**config.mk**
```make
export PLATFORM = sky130hd
export DESIGN_NAME = apb_slave_waitstate_flat
export DESIGN_NICKNAME = d
export VERILOG_FILES = /design/src/rtl/apb_slave_waitstate_if.sv /design/src/rtl/apb_slave_waitstate.sv /design/src/flat_wrapper.sv
export SDC_FILE = /design/constraint.sdc
export NUM_CORES = 1
export LEC_CHECK = 0
export BUFFER_PORTS_ARGS = -buffer_cell sky130_fd_sc_hd__buf_4
export CORE_MARGIN = 1.5
export CORE_UTILIZATION = 50
export DETAILED_ROUTE_END_ITERATION = 10
export PLACE_DENSITY = 0.71
export SYNTH_ARGS = -nofsm -noshare
export SYNTH_HDL_FRONTEND = slang
export SYNTH_SLANG_ARGS = --single-unit
```
**constraint.sdc**
```tcl
create_clock -name pclk -period 4.7 [get_ports pclk]
set_clock_uncertainty 0.15 [all_clocks]
set_input_delay 0.235 -clock pclk [delete_from_list [all_inputs] [get_ports pclk]]
set_output_delay 0.235 -clock pclk [all_outputs]
set_load 0.1 [all_outputs]
```
**src/rtl/apb_slave_waitstate_if.sv**
```systemverilog
// APB bus bundle between a master and apb_slave_waitstate.
// Byte-wide data path with a pslaverr error response.
interface apb_slave_waitstate_if;
  logic       pselx;
  logic       penable;
  logic       pwrite;
  logic [7:0] paddr;
  logic [7:0] pwdata;
  logic [7:0] prdata;
  logic       pready;
  logic       pslaverr;

  modport master (
    output pselx, penable, pwrite, paddr, pwdata,
    input  prdata, pready, pslaverr
  );

  modport slave (
    input  pselx, penable, pwrite, paddr, pwdata,
    output prdata, pready, pslaverr
  );
endinterface

```
**src/rtl/apb_slave_waitstate.sv**
```systemverilog
// APB responder with a byte register file, a read-only ID register at 0xFF,
// a configurable number of wait states and a slave-error response.
module apb_slave_waitstate #(
  parameter int unsigned DEPTH       = 16,
  parameter int unsigned WAIT_CYCLES = 2,
  parameter logic [7:0]  ID_VALUE    = 8'hA5
) (
  input  logic                  pclk,
  input  logic                  preset,
  apb_slave_waitstate_if.slave  bus
);

  localparam int unsigned AW       = (DEPTH > 1) ? $clog2(DEPTH) : 1;
  localparam logic [7:0]  LIMIT    = 8'(DEPTH);
  localparam logic [3:0]  CNT_INIT = 4'(WAIT_CYCLES);

  typedef enum logic [1:0] {S_IDLE, S_WAIT, S_READY} state_t;

  state_t      r_state;
  logic [3:0]  r_cnt;
  logic [7:0]  r_addr;
  logic [7:0]  r_wdata;
  logic        r_write;
  logic        r_pready;
  logic        r_pslaverr;
  logic [7:0]  r_prdata;
  logic [7:0]  r_mem [DEPTH];

  logic          w_setup;
  logic          w_access;
  logic [7:0]    w_addr;
  logic          w_write;
  logic          w_in_range;
  logic          w_is_id;
  logic          w_err;
  logic [7:0]    w_rdata;
  logic [AW-1:0] w_idx;
  logic          w_commit;

  // Zero-wait transfers enter READY straight from IDLE, so decode the live
  // bus there; otherwise decode the request latched at the setup edge.
  always_comb begin
    w_setup    = bus.pselx && !bus.penable;
    w_access   = bus.pselx && bus.penable;
    w_addr     = (r_state == S_IDLE) ? bus.paddr  : r_addr;
    w_write    = (r_state == S_IDLE) ? bus.pwrite : r_write;
    w_in_range = w_addr < LIMIT;
    w_is_id    = w_addr == 8'hFF;
    w_idx      = w_addr[AW-1:0];
    w_err      = w_is_id ? w_write : !w_in_range;
    w_rdata    = '0;
    if (!w_write) begin
      if (w_in_range)   w_rdata = r_mem[w_idx];
      else if (w_is_id) w_rdata = ID_VALUE;
    end
    w_commit   = (r_state == S_READY) && w_access && r_write && !r_pslaverr;
  end

  always_ff @(posedge pclk) begin
    if (preset) begin
      r_state    <= S_IDLE;
      r_cnt      <= '0;
      r_addr     <= '0;
      r_wdata    <= '0;
      r_write    <= 1'b0;
      r_pready   <= 1'b0;
      r_pslaverr <= 1'b0;
      r_prdata   <= '0;
      for (int unsigned i = 0; i < DEPTH; i++) r_mem[i] <= '0;
    end else begin
      if (w_commit) r_mem[r_addr[AW-1:0]] <= r_wdata;
      case (r_state)
        S_IDLE: begin
          if (w_setup) begin
            r_addr  <= bus.paddr;
            r_write <= bus.pwrite;
            r_wdata <= bus.pwdata;
            if (WAIT_CYCLES == 0) begin
              r_state    <= S_READY;
              r_pready   <= 1'b1;
              r_pslaverr <= w_err;
              r_prdata   <= w_rdata;
            end else begin
              r_state <= S_WAIT;
              r_cnt   <= CNT_INIT;
            end
          end
        end
        S_WAIT: begin
          if (!bus.pselx) begin
            r_state <= S_IDLE;
            r_cnt   <= '0;
          end else if (bus.penable) begin
            if (r_cnt == 4'd1) begin
              r_state    <= S_READY;
              r_cnt      <= '0;
              r_pready   <= 1'b1;
              r_pslaverr <= w_err;
              r_prdata   <= w_rdata;
            end else begin
              r_cnt <= r_cnt - 4'd1;
            end
          end
        end
        S_READY: begin
          r_state    <= S_IDLE;
          r_pready   <= 1'b0;
          r_pslaverr <= 1'b0;
          r_prdata   <= '0;
        end
        default: r_state <= S_IDLE;
      endcase
    end
  end

  assign bus.pready   = r_pready;
  assign bus.pslaverr = r_pslaverr;
  assign bus.prdata   = r_prdata;

endmodule

```
**src/flat_wrapper.sv**
```systemverilog
// flat-port wrapper written by rule: the top's interface ports become plain ports
module apb_slave_waitstate_flat 
#(
  parameter int unsigned DEPTH       = 16,
  parameter int unsigned WAIT_CYCLES = 2,
  parameter logic [7:0]  ID_VALUE    = 8'hA5
)
  (pclk, preset, bus_pselx, bus_penable, bus_pwrite, bus_paddr, bus_pwdata, bus_prdata, bus_pready, bus_pslaverr);
  apb_slave_waitstate_if bus_i ();
  input  logic pclk;
  input  logic preset;
  input wire logic [$bits(bus_i.pselx)-1:0] bus_pselx;
  input wire logic [$bits(bus_i.penable)-1:0] bus_penable;
  input wire logic [$bits(bus_i.pwrite)-1:0] bus_pwrite;
  input wire logic [$bits(bus_i.paddr)-1:0] bus_paddr;
  input wire logic [$bits(bus_i.pwdata)-1:0] bus_pwdata;
  output wire logic [$bits(bus_i.prdata)-1:0] bus_prdata;
  output wire logic [$bits(bus_i.pready)-1:0] bus_pready;
  output wire logic [$bits(bus_i.pslaverr)-1:0] bus_pslaverr;
  assign bus_i.pselx = bus_pselx;
  assign bus_i.penable = bus_penable;
  assign bus_i.pwrite = bus_pwrite;
  assign bus_i.paddr = bus_paddr;
  assign bus_i.pwdata = bus_pwdata;
  assign bus_prdata = bus_i.prdata;
  assign bus_pready = bus_i.pready;
  assign bus_pslaverr = bus_i.pslaverr;
  apb_slave_waitstate #(.DEPTH(DEPTH), .WAIT_CYCLES(WAIT_CYCLES), .ID_VALUE(ID_VALUE)) u_core (.pclk(pclk), .preset(preset), .bus(bus_i));
endmodule
```
# --- After elaboration in Yosys (flattened, before gate mapping) ---
# Memories as Yosys holds them, arrays and structs flattened.
# Cells that the tools add are included.
totals:
  reg_bits: 33
  ramBits: 128
  inputBits: 21
  output_inout_bits: 10
  word_cells: 73
  memories: 1
classes:
  add_sub_neg: 1
  n_lt_le_gt_ge: 1
  eq_ne: 10
  n_mux: 36
  n_reduce_logical: 16
memory_table:
  columns: ["memory", "depth", "word_bits", "rd", "rd_clocked_by_memory_dff", "wr", "line", "rtl"]
  rows:
  - ["u_core.r_mem", 16, 8, 1, 0, 16, "apb_slave_waitstate.sv:27", "logic [7:0] r_mem [DEPTH];"]
ops:
  columns: ["operator", "count"]
  rows:
  - ["8-bit 2-to-1 mux", 8]
  - ["4-bit 2-to-1 mux", 5]
  - ["8-bit one-hot mux with 2 select lines", 1]
  - ["1-bit 2-to-1 mux", 14]
  - ["8-bit == test (second input constant)", 1]
  - ["8-bit by 5-bit less-than comparator with 1-bit output (second input constant)", 1]
  - ["2-bit 2-to-1 mux", 4]
  - ["4-bit one-hot mux with 2 select lines", 1]
  - ["8-bit OR reduction", 1]
  - ["3-bit AND reduction", 2]
  - ["1-bit logical AND", 5]
  - ["4-bit by 1-bit == test with 1-bit output (second input constant)", 1]
  - ["2-bit by 1-bit inequality test with 1-bit output (second input constant)", 2]
  - ["2-bit inequality test (second input constant)", 2]
  - ["1-bit one-hot mux with 2 select lines", 2]
  - ["2-bit one-hot mux with 2 select lines", 1]
  - ["4-bit AND reduction", 1]
  - ["2-bit nonzero test", 2]
  - ["4-bit by 1-bit subtractor with 4-bit output (second input constant)", 1]
  - ["1-bit logical NOT", 3]
  - ["3-bit by 2-bit inequality test with 1-bit output (second input constant)", 1]
  - ["3-bit inequality test (second input constant)", 1]
  - ["2-bit by 1-bit == test with 1-bit output (second input constant)", 1]
  - ["2-bit == test (second input constant)", 1]
  - ["2 further kinds", 2]

# --- Logic depth before layout (Yosys ltp) ---
logic_depth:
  word_depth: 10
  mapped_depth: 11

# --- Worst setup path after synthesis ---
# Ideal clock, no wire load.
synth_path:
  path_type: "register to register"
  startpoint: "reg u_core.r_pslaverr, in the netlist u_core.bus.pslaverr"
  endpoint: "mem u_core.r_mem[0][0], enable pin"
  setup_time_ps: 309
  t_arrival_ps: 2133
  required_ps: 4241
  setup_slack_ps: 2108
  stages_incl_launch_ff: 5
  period_less_slack_ps: 2592
  cell_sequence: "dfxtp_1 > or4_1 > or3_4 > nor3_4 > or2_2"
synth_rtl:
  columns: ["element", "line", "rtl"]
  rows:
  - ["start: declaration", "apb_slave_waitstate.sv:25", "logic r_pslaverr;"]
  - ["start signal: assignment", "apb_slave_waitstate.sv:81", "r_pslaverr <= w_err;"]
  - ["start signal: assignment", "apb_slave_waitstate.sv:98", "r_pslaverr <= w_err;"]
  - ["end: declaration", "apb_slave_waitstate.sv:27", null]

# --- Worst setup path in the final report ---
layout_path:
  startpoint: "reg u_core.r_state[0]"
  endpoint: "reg u_core.r_prdata[2], in the netlist u_core.bus.prdata[2]"
layout_via:
  elab_chain_cells: 10
  elab_cells_between_ends: 20
  classes_between: "1 x order compare; 6 x eq/ne; 9 x mux; 3 x reduce/logical; 1 x memory"
layout_lines:
  columns: ["element", "line", "rtl"]
  rows:
  - ["start: declaration", "apb_slave_waitstate.sv:19", "state_t r_state;"]
  - ["start signal: assignment", "apb_slave_waitstate.sv:61", "r_state <= S_IDLE;"]
  - ["start signal: assignment", "apb_slave_waitstate.sv:79", "r_state <= S_READY;"]
  - ["start signal: assignment", "apb_slave_waitstate.sv:84", "r_state <= S_WAIT;"]
  - ["parallel branches: the longest is 10 deep, another holds 8-bit by 5-bit less-than comparator with 1-bit output", null, null]
  - ["end signal: assignment", "apb_slave_waitstate.sv:82", "r_prdata <= w_rdata;"]
  - ["end signal: assignment", "apb_slave_waitstate.sv:99", "r_prdata <= w_rdata;"]
  - ["end: declaration", "apb_slave_waitstate.sv:26", "logic [7:0] r_prdata;"]
# Several ways; the timed one is not identified. The select of a mux whose other input is x is not followed.
# A chain may end at the register's enable or synchronous reset.

==> summary.txt <==
Run status
  – Status: completed

Layout
  – Syn-to-layout area delta: 14.8%
  – Fill cell count: roughly 1.2k
  – Layout cell share with drive strength beyond 1: 0.160
  – Final net count: 704
  – Multi-input gate area: between 2000 and 3000 um2
  – FF+latch area: 4500 um2
  – Cell area after layout: approximately 8700 um2
  – Non-filler instance count after layout: 878
  – N_diodes: 0

STA
  – # setup viols final: 0
  – Pins Over Slew Limit: 0
  – Fin Setup TNS: 0 ns
  – Max Clk Rate: 0.314 GHz
  – Tcrit/Tclk final: 0.678
  – Slew of the pin with the lowest slew margin: roughly 1.2 ns
  – Final critical-path required period: 3.19 ns
  – RSZ-0062 raised after global routing: no
  – Fin. Hold Viols: 0
  – Rel. slew slack: 0.176
  – Hold WS: 0.0402 ns

Routing
  – Post-route ant nets: 0
  – Pre-antenna DRT Iters: 5
  – Drt wl/cell: 20.5 um
  – First DRT Iteration DRCs: 421
  – DR vias: 5043
  – DR DRC count: 0
  – Final WL: 18000 um
  – Vias per cell: 5.74

Synthesis
  – Post-synthesis cell area: 7550 um2
  – Synth cell types: 53
  – Sequential-to-total area share from yosys stat: 0.596
  – Syn Nets: 668
  – Post-synthesis xor/xnor area fraction: 0.00348
  – Cell taking the most area after synthesis: edfxtp_1
  – Mux cell area share after synthesis: 0.0820
  – Top cells by count, synth: and2_1, edfxtp_1, nand2_1
  – Largest family of logic cells by synthesized area: simple AND/OR/NAND/NOR gates
  – Top cells by area, synth: edfxtp_1, and2_1, dfxtp_1, nand2_1, mux2i_1
  – Cells after Synth: approximately 650
  – Synth warn: 0
  – Synth Area in Simple Gates: 0.232
  – EDFF count, synth: approximately 130
  – Top_reg_cell synth: edfxtp_1
  – Synth Area per Inst: ~12 um2
  – Asr flop ratio synth: 0
  – Synth Register Bits: approximately 160
  – Count leader, synth: and2_1
  – Compound-cell area share of the yosys netlist: 0.0583
  – Yosys top cell area share: 0.509
  – Adder-Cell Fraction of Synth Area: 0.00331

Placed design
  – Placement Cell Area: 7860 um2
  – Cells after DPL: 827
  – HPWL after DPL: 12100 um
  – Routability cong.: 0.913
  – Port Buffers: 30

CTS
  – Cts bufs inserted: 17
  – CTS tree: built
  – Clk Tree Root Cell: clkbuf_16
  – Clock slew at reported path FFs: roughly 0.060 ns
  – H-tree Lvls: 4
  – Maximum clock path buffer count: 2
  – PostCTS Resize Cnt: 0
  – TritonCTS sink count: 161
  – Worst-skew pair later-pin latency: 0.43 ns

Global route
  – Global Route met1 Usage: 0.310
  – Vias in the first global route: 5081
  – Gr usage total: 0.242
  – Antenna violations before repair: 0
  – Met3 Track Usage GR: 0.0506
  – First-pass GRT wire length: 28400 um
  – Busiest metal layer after global routing: met2
  – Met2 Usage GRT: 0.409
  – Pin count of the biggest net entering global routing: 47
  – Total global routing overflow: 0

Worst setup path
  – CP Data Required Time: 4.92 ns
  – CP Data Arrival Time: 3.41 ns
  – CP startpoint kind: register
  – Critical path class: register to register
  – Critical Path Fanout Max: 19
  – Reg-to-Reg Start: u_core.r_state[0]
  – Crit path from: u_core.r_state[0]
  – Crit. End Element: register

Flow run
  – Max cap viols: 0

Power
  – Cell Pwr Density: 381 nW/um2
  – Lkg Pwr: 3.26 nW
  – Maximum vdd ir drop: 385 uV

Die
  – FP Rows: 44
  – Initial Util: 0.516
  – Die height: 126 um
  – Die area: roughly 16000 um2
  – I/O pin count: 31
  – Core ar.: 14600 um2
  – Die width: between 100 and 150 um

Hold path
  – Min-delay src: bus_penable
  – HP Class: input port to register
## routing by layer
layer | vias to the layer above | share of wire
met3 | 28 | 0.053
met5 | - | 0
li1 | 2362 | -
met4 | 0 | 0.021
met1 | 2484 | 0.43
met2 | 169 | 0.50
## critical path, stage by stage, from the launching register on
cell and delay (ns):
dfxtp_1 0.46, nor2_8 0.35, mux2i_2 0.98, nand2_1 0.22
o21ai_0 0.25, a211oi_1 0.06, or4_1 0.50, a21oi_1 0.14
## state kept, by name (all words and copies together), names as in the netlist
signal / flops
u_core.bus.prdata: 8
u_core.r_wdata: 8
u_core.r_write: 1
u_core.bus.pready: 1
u_core.r_state: 2
u_core.bus.pslaverr: 1
u_core.r_addr: 8
u_core.r_mem: 128
u_core.r_cnt: 4
## cell usage in the layout, fill, tap and decap left out, types with 3 or more instances in the layout
master and count:
or4_1 3, mux2i_2 3, nand2_1 90, and3_1 4, a211oi_1 5, a21oi_1 31, bufinv_16 4, dfxtp_1 33
a22o_1 3, nand3_1 17, and2_1 129, a31oi_1 6, nor2_1 29, a311oi_1 3, nor2_2 3, mux2i_1 24
mux4_2 9, o22ai_1 4, dlygate4sd3_1 19, inv_1 4, edfxtp_1 128, nor2b_1 3, clkinv_2 3, a221oi_1 7
clkbuf_16 17, nor3_2 4, nand2b_1 5, nor3_1 7, or2_2 17, o21ai_0 5, mux2_2 9, buf_4 32
## worst paths after layout
kind,to,slack [ns],cells after the start
worst max register to register,u_core.bus.prdata[2],1.51,7
worst min register to register,u_core.bus.pready,0.32,2
worst min-delay path,u_core.r_state[0],0.04,4
worst max-delay path,u_core.bus.prdata[2],1.51,7
## where the power goes
part	total [mW]	internal, mW	switching, mW
combinational	0.232	0.0959	0.136
sequential	1.62	1.58	0.0408
clock	1.45	0.890	0.562
total	3.31	2.57	0.739
## cell families after synthesis
group | count (synthesis)
DFF | 161
muxes | 47
and+or+nand+nor | 324
xor gates and xnor gates | 3
buffers and inverters | 38
adders and majority gates | 2
AOI/OAI and AO/OA | 70
## final cells by class
class,instances,area share
Inverter,4,0.00173
Multi-Input combinational cell,446,0.331
Timing Repair Buffer,51,0.0496
Clock inverter,13,0.0214
Clock buffer,19,0.0499
Sequential cell,161,0.519
Tap cell,184,0.0266
## repair_timing
item                                   4_1_cts  5_1_grt
endpoints found under the hold margin       21        0
hold buffers                                19        0
buffers inserted                             0        0
## through the flow
| stage | power (mW) | utilization | setup WS [ns] |
|---|---|---|---|
| finish | 3.31 | 0.592 | 1.51 |
| global route | 3.41 | 0.592 | 1.31 |
| CTS | 3.32 | 0.592 | 1.55 |
| detailed placement | 1.87 | 0.537 | 1.56 |
| global placement | 1.86 | 0.537 | 1.71 |
| floorplan | 1.79 | - | 2.11 |
(Power assumes the default switching activity.)
